### src/rtl/nfu_pkg.sv
// rtl/nfu_pkg.sv - shared NFU widths, FSM state encoding and Q6.10 constants
package nfu_pkg;

  localparam int DEF_BIT_WIDTH = 16;
  localparam int DEF_TN        = 16;

  // Q6.10 fixed-point 1.0
  localparam logic [15:0] ONE = 16'h0400;

  typedef enum logic [1:0] {
    IDLE  = 2'd0,
    ACCUM = 2'd1,
    DRAIN = 2'd2
  } nbout_state_e;

endpackage

### src/rtl/nbout_psum_reg.sv
// rtl/nbout_psum_reg.sv - Tn-lane partial-sum register with synchronous load/clear
module nbout_psum_reg
  import nfu_pkg::*;
#(
  parameter int BIT_WIDTH = DEF_BIT_WIDTH,
  parameter int Tn        = DEF_TN
) (
  input  logic                    clk,
  input  logic                    rst_n,
  input  logic                    clr_i,
  input  logic                    load_i,
  input  logic [BIT_WIDTH*Tn-1:0] d_i,
  output logic [BIT_WIDTH*Tn-1:0] q_o
);

  logic [BIT_WIDTH*Tn-1:0] psum_q;
  logic [BIT_WIDTH*Tn-1:0] psum_d;

  // Clear wins over load so a drain always leaves a zero seed for the next group.
  always_comb begin
    psum_d = psum_q;
    if (clr_i) begin
      psum_d = '0;
    end else if (load_i) begin
      psum_d = d_i;
    end
  end

  always_ff @(posedge clk or negedge rst_n) begin
    if (!rst_n) begin
      psum_q <= '0;
    end else begin
      psum_q <= psum_d;
    end
  end

  assign q_o = psum_q;

endmodule

### src/rtl/nbout_accum.sv
// rtl/nbout_accum.sv - NBout partial-sum holder, tile counter and NFU-3 drain controller
module nbout_accum
  import nfu_pkg::*;
#(
  parameter int BIT_WIDTH = DEF_BIT_WIDTH,
  parameter int Tn        = DEF_TN,
  parameter int CNT_W     = 8
) (
  input  logic                    clk,
  input  logic                    rst_n,
  input  logic                    i_start,
  input  logic [CNT_W-1:0]        i_num_tiles,
  input  logic                    i_nfu2_valid,
  output logic                    o_nfu2_ready,
  input  logic [BIT_WIDTH*Tn-1:0] i_nfu2_out,
  output logic [BIT_WIDTH*Tn-1:0] o_partial_sum,
  output logic                    o_out_valid,
  input  logic                    i_out_ready,
  output logic [BIT_WIDTH*Tn-1:0] o_out_data,
  output logic                    o_busy,
  output logic                    o_done,
  output logic [CNT_W-1:0]        o_tile_cnt
);

  nbout_state_e            state_q, state_d;
  logic [CNT_W-1:0]        tile_cnt_q, tile_cnt_d;
  logic [CNT_W-1:0]        num_tiles_q, num_tiles_d;
  logic                    done_q, done_d;
  logic                    psum_clr;
  logic                    psum_load;
  logic [BIT_WIDTH*Tn-1:0] psum;

  nbout_psum_reg #(
    .BIT_WIDTH(BIT_WIDTH),
    .Tn       (Tn)
  ) u_psum (
    .clk   (clk),
    .rst_n (rst_n),
    .clr_i (psum_clr),
    .load_i(psum_load),
    .d_i   (i_nfu2_out),
    .q_o   (psum)
  );

  always_comb begin
    state_d      = state_q;
    tile_cnt_d   = tile_cnt_q;
    num_tiles_d  = num_tiles_q;
    done_d       = 1'b0;
    psum_clr     = 1'b0;
    psum_load    = 1'b0;
    o_nfu2_ready = 1'b0;
    o_out_valid  = 1'b0;

    unique case (state_q)
      IDLE: begin
        if (i_start) begin
          psum_clr    = 1'b1;
          tile_cnt_d  = '0;
          // A zero tile count still runs one tile.
          num_tiles_d = (i_num_tiles == '0) ? CNT_W'(1) : i_num_tiles;
          state_d     = ACCUM;
        end
      end
      ACCUM: begin
        o_nfu2_ready = 1'b1;
        if (i_nfu2_valid) begin
          psum_load  = 1'b1;
          tile_cnt_d = tile_cnt_q + CNT_W'(1);
          if (tile_cnt_q == num_tiles_q - CNT_W'(1)) begin
            state_d = DRAIN;
          end
        end
      end
      DRAIN: begin
        o_out_valid = 1'b1;
        if (i_out_ready) begin
          psum_clr   = 1'b1;
          tile_cnt_d = '0;
          done_d     = 1'b1;
          state_d    = IDLE;
        end
      end
      default: begin
        state_d = IDLE;
      end
    endcase
  end

  always_ff @(posedge clk or negedge rst_n) begin
    if (!rst_n) begin
      state_q     <= IDLE;
      tile_cnt_q  <= '0;
      num_tiles_q <= '0;
      done_q      <= 1'b0;
    end else begin
      state_q     <= state_d;
      tile_cnt_q  <= tile_cnt_d;
      num_tiles_q <= num_tiles_d;
      done_q      <= done_d;
    end
  end

  assign o_partial_sum = psum;
  assign o_out_data    = psum;
  assign o_busy        = (state_q != IDLE);
  assign o_done        = done_q;
  assign o_tile_cnt    = tile_cnt_q;

endmodule

### config.mk
export PLATFORM = sky130hd
export DESIGN_NAME = nbout_accum
export DESIGN_NICKNAME = d
export VERILOG_FILES = /design/src/rtl/nfu_pkg.sv /design/src/rtl/nbout_psum_reg.sv /design/src/rtl/nbout_accum.sv
export SDC_FILE = /design/constraint.sdc
export NUM_CORES = 1
export LEC_CHECK = 0
export BUFFER_PORTS_ARGS = -buffer_cell sky130_fd_sc_hd__buf_2
export CORE_AREA = 2 2 309 311
export CTS_CLUSTER_SIZE = 25
export DETAILED_ROUTE_END_ITERATION = 12
export DIE_AREA = 0 0 311 313
export PLACE_DENSITY_LB_ADDON = 0.1
export SKIP_LAST_GASP = 1
export SYNTH_ARGS = -nofsm -noshare
export SYNTH_HDL_FRONTEND = slang
export SYNTH_HIERARCHICAL = 1
export SYNTH_SLANG_ARGS = --single-unit
### constraint.sdc
create_clock -name clk -period 2.3 [get_ports clk]
set_input_delay 0.69 -clock clk [delete_from_list [all_inputs] [get_ports clk]]
set_output_delay 0.69 -clock clk [all_outputs]
set_load 0.1 [all_outputs]
* After elaboration in Yosys (flattened, before gate mapping) *
Cells that the tools add are included.

word-level totals
  bits in registers = 275
  bits in latches = 0
  bits in writable memories = 0
  ROM bits = 0
  input port bits = 269
  output and inout bits = 524
  logic and storage cells = 42
  memories kept = 0

cells by class
  $add $sub $neg = 2
  multipliers = 0
  divide/modulo/power cells = 0
  magnitude comparators = 0
  equality and inequality tests = 7
  shift operators = 0
  multiplexer cells = 20
  bitwise gates (word level) = 0
  reduce and logical (&&, ||, !) cells = 8

operators by type and width
  kind                                                  count
  2-to-1 mux 256 bit                                    2
  2-to-1 mux 8 bit                                      4
  case mux 8 bit (3 select lines)                       1
  adder 8 x 1 -> 8 bit (second input constant)          1
  equality test 8 bit                                   1
  logical NOT 8 bit                                     1
  2-to-1 mux 2 bit                                      4
  inequality test 2 bit (second input constant)         4
  AND reduction 4 bit                                   2
  subtractor 8 x 1 -> 8 bit (second input constant)     1
  2-to-1 mux 1 bit                                      7
  case mux 2 bit (3 select lines)                       1
  nonzero test 2 bit                                    2
  nonzero test 3 bit                                    1
  equality test 2 x 1 -> 1 bit (second input constant)  1
  equality test 2 bit (second input constant)           1
  logical NOT 2 bit                                     1
  case mux 1 bit (2 select lines)                       1
  AND reduction 2 bit                                   1

* Longest topological paths before layout *
Gate-level depths: netlist of run 1.

  depth in word-level cells = 5
  mapped depth = 8
  mapped depth without buffers = 7

* By module *
The synthesis of run 1 kept the hierarchy.

modules (own cells, without submodules)
  module          times used  cells each  area an instance (µm²)  seq. area each (µm²)
  nbout_psum_reg  1           825         10,603.9                6,406.1
  nbout_accum     1           368         3,024.2                 475.5

* Worst setup path after synthesis of run 1 *
Ideal clock, no wire load.

  path kind = flip-flop to flip-flop
  start = register state_q[0]
  end = register u_psum.psum_q[100], in the netlist u_psum/q_o[100]
  setup time = 0.132 ns
  arrival = 2.823 ns
  data required time = 2.168 ns
  path slack = -0.655 ns
  cell stages (with the launch flop) = 9
  path buffers = 3
  period minus slack after synthesis = 2.955 ns
  cell sequence = dfrtp_1 > nor2b_1 > nand2_1 > inv_1 > buf_6 > buf_12 > buf_12 > mux2i_1 > nor2_1

between the ends
  word-level cells in the longest chain between the ends = 3
  elaborated cells between the ends (all ways) = 7
  classes of those cells = eq/ne (2); mux (3); reduce/logical (2)

RTL lines
  item                          RTL line              source
  start, declared               nbout_accum.sv:25     nbout_state_e state_q, state_d;
  start signal, assigned        nbout_accum.sv:97     state_q <= state_d;
  equality test 2 x 1 -> 1 bit  nbout_accum.sv:55     unique case (state_q)
  2-to-1 mux 1 bit              nbout_accum.sv:55
  net psum_load                 nbout_accum.sv:30     logic psum_load;
  nonzero test 2 bit (no line)  -
  end signal, assigned          nbout_psum_reg.sv:33  psum_q <= psum_d;
  end, declared                 nbout_psum_reg.sv:16  logic [BIT_WIDTH*Tn-1:0] psum_q;

The timed path passes the listed nets, and every way through them passes these cells.
A chain may end at the register's enable or synchronous reset.

* Worst setup path in the final report of run 1 *
  start = register num_tiles_q[1]
  end = register state_q[0]

between the ends
  word-level cells in the longest chain between the ends = 4

RTL lines
  item                             RTL line           source
  start, declared                  nbout_accum.sv:27  logic [CNT_W-1:0] num_tiles_q, num_tiles_d;
  start signal, assigned           nbout_accum.sv:99  num_tiles_q <= num_tiles_d;
  subtractor 8 x 1 -> 8 bit        nbout_accum.sv:70  if (tile_cnt_q == num_tiles_q - CNT_W'(1)) begin
  equality test 8 bit              nbout_accum.sv:70
  inequality test 2 bit (no line)  -
  AND reduction 4 bit (no line)    -

No other way between the ends.

==> results of run 1 <==
==> critical path: cells and delay by family, from the launching register on <==
| family | cells | cell delay, ns |
|---|---|---|
| compound gates | 2 | 0.55 |
| fa+ha+maj | 1 | 0.13 |
| flops | 1 | 0.39 |
| buf+inv | 1 | 0.09 |
| simple gates | 3 | 1.02 |
==> worst max path at each step <==
| stage | from | to | cells past startpoint |
|---|---|---|---|
| 2_1_floorplan | num_tiles_q[0]$_DFFE_PN0P_ | state_q[0]$_DFFE_PN0P_ | 7 |
| 3_3_place_gp | num_tiles_q[0]$_DFFE_PN0P_ | state_q[0]$_DFFE_PN0P_ | 7 |
| 3_5_place_dp | num_tiles_q[0]$_DFFE_PN0P_ | state_q[0]$_DFFE_PN0P_ | 7 |
| 4_1_cts | num_tiles_q[1]$_DFFE_PN0P_ | state_q[0]$_DFFE_PN0P_ | 7 |
| 5_1_grt | num_tiles_q[1]$_DFFE_PN0P_ | state_q[0]$_DFFE_PN0P_ | 7 |
| 6_report | num_tiles_q[1]$_DFFE_PN0P_ | state_q[0]$_DFFE_PN0P_ | 7 |
==> stage by stage <==
step           TNS (ns)  hold WS, ns  std cells  worst slack, ns  instance area, µm²
2_1_floorplan         0        0.394       1193           0.0224               13700
3_3_place_gp    -0.0623        0.518       2991          -0.0623               17300
3_5_place_dp    -0.0617        0.529       2991          -0.0617               17300
4_1_cts               0       0.0288       3058          0.00671               18500
5_1_grt         -0.0832       0.0406       3060          -0.0713               18500
6_report              0       0.0626       3062          0.00731               18500
==> area by class of cell <==
class | instances | area (µm²) | area share
Sequential cell | 275 | 6890 | 0.371
Timing Repair Buffer | 851 | 4720 | 0.255
Multi-Input combinational cell | 597 | 4160 | 0.225
Tap cell | 1265 | 1580 | 0.0854
Clock buffer | 62 | 1130 | 0.0611
Inverter | 6 | 30.0 | 0.00162
Clock inverter | 3 | 18.8 | 0.00101
Antenna cell | 3 | 7.51 | 0.000405
==> timing repair <==
item,CTS,global route
hold buffers,0,0
resized for setup,11,1
gates cloned,0,0
setup endpoints to repair,4,3
pin swaps,4,3
buffers inserted,2,1
==> logic make-up (layout without fill, tap and decap cells) <==
| group | count (synthesis) | count (layout) | share of synthesized area |
|---|---|---|---|
| compound gates | 14 | 14 | 0.00679 |
| flops | 275 | 275 | 0.505 |
| other cells | 0 | 3 | 0 |
| mux | 264 | 264 | 0.194 |
| fa+ha+maj | 2 | 2 | 0.00184 |
| buf+inv | 321 | 922 | 0.193 |
| xor+xnor | 14 | 14 | 0.00900 |
| simple gates | 303 | 303 | 0.0903 |
==> metal layers <==
layer	vias up	share of wire	global-route usage
met3	74	0.076	0.0318
li1	4805	-	-
met2	501	0.51	0.177
met1	4911	0.38	0.109
met5	-	0.0014	0
met4	12	0.030	0.0337
==> flip-flops by register name, summed over array words and instances (netlist names) <==
name and count:
o_tile_cnt 8, num_tiles_q 8, state_q 2, o_done 1, u_psum/q_o 256
==> cell usage after synthesis, types with 5 or more instances <==
| master | instances |
|---|---|
| mux2i_1 | 259 |
| nand2_1 | 7 |
| nor2_1 | 268 |
| nand4_1 | 5 |
| clkbuf_1 | 17 |
| mux2_2 | 5 |
| xor2_1 | 9 |
| xnor2_1 | 5 |
| dfrtp_1 | 275 |
| buf_12 | 26 |
| buf_2 | 12 |
| o21ai_0 | 5 |
| buf_4 | 257 |
| inv_1 | 6 |
==> metrics.csv, run 1 <==
metric,value,unit
RSZ-0062 raised after global routing,yes,
initial DRC count,312,
reg-to-reg critical path startpoint,num_tiles_q[1]$_DFFE_PN0P_,
aggregate global routing overflow,0,
CP Max Fanout,3,
WP data required,2.72,ns
Critical R2R Capture,state_q[0]$_DFFE_PN0P_,
row count,113,
most frequent cells in the layout,"787 x buf_2, 272 x dfrtp_1, 267 x nor2_1",
Final #Nets,2039,
"Cell Area, Synth",13600,µm²
cts bufs inserted,37,
largest net degree at the start of global routing,65,
CTS H-tree lvls,2,
HPWL after detailed placement,38600,µm
number of global-route vias before repair,10600,
R2R Setup Slk,0.007,ns
first-pass detailed-route iteration total,4,
layout cells sized above 1,0.513,
Yosys top cell area share,0.505,
initial core utilization,0.145,
"Setup violations, final",0,
Cells after Synth,1193,
Die Footprint,97300,µm²
endpoint type of the worst setup path,flop,
Slew Limit Fails,0,
clk root buf,clkbuf_16,
Crit-path slowest cell,or4_4,
"area leader, netlist",dfrtp_1,
total clock sinks,275,
critical path data arrival time,2.72,ns
Residual DRC,0,
final design utilization,0.197,
fin crit share,0.997,
crit path time final,2.29,ns
final hold vios,0,
number of synthesized flops with an enable pin,0,
WS Path Type,flop to flop,
IO Count,793,
Overall Global Routing Usage,0.0983,
max_slew headroom,0.593,
#FFs+latches synth,275,
max cap viols,0,
Via density,3.36,
fillers,10500,
ys async rst share,1.00,
worst path cell trace,inv_2 -> ha_4 -> or3b_4 -> or4_4 -> a2111oi_4 -> nand4_1 -> o21a_1,
clk slew on worst S/H paths,0.05,ns
Die Width,311,µm
clk_skew,0.00885,ns
DIE HEIGHT,313,µm
largest stage delay on the critical path,0.51,ns
GPL Wtd Cong,0.814,
Area contributors post-synth,"dfrtp_1 50%, mux2i_1 19%, buf_4 14%",
worst min-delay path class,primary input to async pin,
"Net Count, Synth",1464,
TritonCTS clock tree,yes,
crit path launch type,flop,
Core Region,94200,µm²
Total Wirelength,49900,µm
R2R cell count,7,
Synth warnings,6,
"most common cell after layout, fill and taps aside",buf_2,
synthesized area per cell,11.4,µm²
post-synth cell types,41,
DR WL/cell,16.3,µm
worst-skew pair later-pin latency,0.53,ns
global-route wire length before repair,72300,µm
Area Overhead vs Synth,36.1,%
antenna violations before repair,12,
Final ANT Viol Nets,0,
Post-synth top flop,dfrtp_1,
# port buffers,792,
actual slew at the worst max-slew pin,0.615,ns
outcome,finished clean,
Max Root-Sink Buffers,3,
Via Count,10300,
sequential area share after synthesis,0.505,
f_max,436,MHz
Power of run 1 is left out: the tool's default activity adds up to more than one toggle a clock period on the data nets, which glitch-free logic cannot reach.
==> inputs of run 2 (changes only) <==
--- a/config.mk
+++ b/config.mk
@@ -10,7 +10,7 @@
 export CTS_CLUSTER_SIZE = 25
 export DETAILED_ROUTE_END_ITERATION = 12
 export DIE_AREA = 0 0 311 313
-export PLACE_DENSITY_LB_ADDON = 0.1
+export PLACE_DENSITY = 0.41
 export SKIP_LAST_GASP = 1
 export SYNTH_ARGS = -nofsm -noshare
 export SYNTH_HDL_FRONTEND = slang
==> metrics.csv, run 2 (synthesized netlist as in run 1, its figures left out) <==
metric,value,unit,change
outcome,finished clean,,
Hold Path Depth,3,,
met3 Track Usage GR,0.0323,,+0.000463
clk_skew,0.0252,ns,+0.0164 ns
WS Path Type,flop to output port,,
GRT busiest layer,met2,,
Max Root-Sink Buffers,3,,unchanged
fillers,10500,,+0.25%
RSZ-0062 raised after global routing,yes,,
R2R cell count,7,,unchanged
global-route wire length before repair,80500,µm,+11%
DIE HEIGHT,313,µm,unchanged
WP data required,1.61,ns,-1.11 ns
DR WL/cell,18.8,µm,+15%
number of diodes,0,,-3
cts bufs inserted,35,,-5.4%
worst-skew pair later-pin latency,0.55,ns,+0.02 ns
total clock sinks,275,,unchanged
most frequent cells in the layout,"779 x buf_2, 273 x dfrtp_1, 267 x nor2_1",,
Hold Path End,u_psum/q_o[133]$_DFFE_PN0P_,,
critical path data arrival time,1.55,ns,-1.17 ns
final hold vios,0,,unchanged
Die Width,311,µm,unchanged
CP top delay family,flip-flops,,
clk root buf,clkbuf_16,,
largest net degree at the start of global routing,47,,-28%
initial core utilization,0.145,,unchanged
max_slew headroom,0.579,,-0.0141
max reg flops,256,,unchanged
"most common cell after layout, fill and taps aside",buf_2,,
crit path time final,2.24,ns,-0.0572 ns
DP Worst Slack,-0.0548,ns,+0.00694 ns
Crit-path slowest cell,dfrtp_1,,
worst min-delay path class,primary input to flop,,
first-pass detailed-route iteration total,4,,unchanged
CP Max Fanout,8,,+5
Placed Area,17300,µm²,about the same
layout cells sized above 1,0.517,,+0.00384
Final #Nets,2049,,+0.49%
endpoint type of the worst setup path,output port,,
# port buffers,792,,unchanged
Residual DRC,0,,unchanged
reg-to-reg critical path startpoint,num_tiles_q[1]$_DFFE_PN0P_,,
"Setup violations, final",0,,unchanged
final design utilization,0.197,,+0.000412
GPL Wtd Cong,0.769,,-5.5%
worst setup margin,0.0645,ns,+0.0572 ns
Die Footprint,97300,µm²,unchanged
R2R Setup Slk,0.08,ns,+0.07 ns
TritonCTS clock tree,yes,,
max cap viols,0,,unchanged
IO Count,793,,unchanged
Critical R2R Capture,state_q[0]$_DFFE_PN0P_,,
HPWL after detailed placement,47900,µm,+24%
M2 GR Usage,0.205,,+0.0284
crit path launch type,flop,,
Final ANT Viol Nets,0,,unchanged
Area Overhead vs Synth,36.3,%,
aggregate global routing overflow,0,,unchanged
largest stage delay on the critical path,0.52,ns,about the same
met1 global-route usage,0.134,,+0.0250
initial DRC count,362,,+16%
clk slew on worst S/H paths,0.06,ns,about the same
Total Wirelength,57500,µm,+15%
actual slew at the worst max-slew pin,0.636,ns,+0.0213 ns
Via density,3.36,,-0.14%
antenna violations before repair,1,,-11
number of global-route vias before repair,10600,,-0.18%
Slew Limit Fails,0,,unchanged
Via Count,10300,,-0.039%
fin crit share,0.972,,-0.0249
f_max,447,MHz,+2.6%
Core Region,94200,µm²,unchanged
Final Cell Area,18600,µm²,+0.21%
Buf/Inv on CP,1,,unchanged
CTS H-tree lvls,2,,unchanged
row count,113,,unchanged
Overall Global Routing Usage,0.114,,+0.0155
Hold Path Origin,i_nfu2_out[133],,
worst path cell trace,buf_2,,
## run 2: cell count changes in the layout (fill, tap and decap cells not counted), sizes merged
cell         before  now
dlygate4sd3       0    1
inv               7    6
buf             850  862
diode             3    0
clkbuf           63   51
bufinv            0    5
clkinvlp          0    1
## run 2: repair_timing
action                                  4_1_cts  5_1_grt
pin swaps                                     1        4
buffers inserted                              0        4
endpoints found under the setup margin       11        6
hold buffers                                  1        0
resized for setup                            10        5
endpoints found under the hold margin        17        0
## run 2: tightest hold or removal path: cells and delay by family
kind	cells	cell delay, ns
multiplexers	1	0.05
buffers and inverters	1	0.07
AND/OR/NAND/NOR	1	0.07
## run 2: how the worst max path moves through the flow
stage / start / end / slack, ns / cells past startpoint
finish: o_tile_cnt[2]$_DFFE_PN0P_ / o_tile_cnt[2] / 0.06 / 1
global route: u_psum/q_o[131]$_DFFE_PN0P_ / o_partial_sum[131] / -0.03 / 1
CTS: u_psum/q_o[131]$_DFFE_PN0P_ / o_partial_sum[131] / -0.04 / 1
detailed placement: num_tiles_q[0]$_DFFE_PN0P_ / state_q[0]$_DFFE_PN0P_ / -0.05 / 7
global placement: num_tiles_q[1]$_DFFE_PN0P_ / state_q[0]$_DFFE_PN0P_ / -0.05 / 7
floorplan: num_tiles_q[0]$_DFFE_PN0P_ / state_q[0]$_DFFE_PN0P_ / 0.02 / 7
## run 2: layout make-up
class / count / area, µm² / area share
tap: 1265 / 1580 / 0.0852
clock inverter: 8 / 168 / 0.00902
multi-input combinational: 597 / 4160 / 0.224
timing repair buffer: 863 / 4730 / 0.255
sequential: 275 / 6880 / 0.371
inverter: 6 / 30.0 / 0.00162
clock buffer: 51 / 1020 / 0.0548
## run 2: per-stage QoR
stage          TNS [ns]  hold slack [ns]  std cells
2_1_floorplan         0            0.394       1193
4_1_cts          -0.111            0.321       3061
6_report              0            0.376       3065
3_5_place_dp    -0.0548            0.522       3001
5_1_grt         -0.0496            0.348       3065
3_3_place_gp    -0.0479            0.520       3001
## run 2: metal layers
layer,part of all wire,vias up
li1,-,4834
met1,0.40,4932
met2,0.52,488
met3,0.069,45
met4,0.017,0
met5,0,-
Power of run 2 is left out for the same reason.
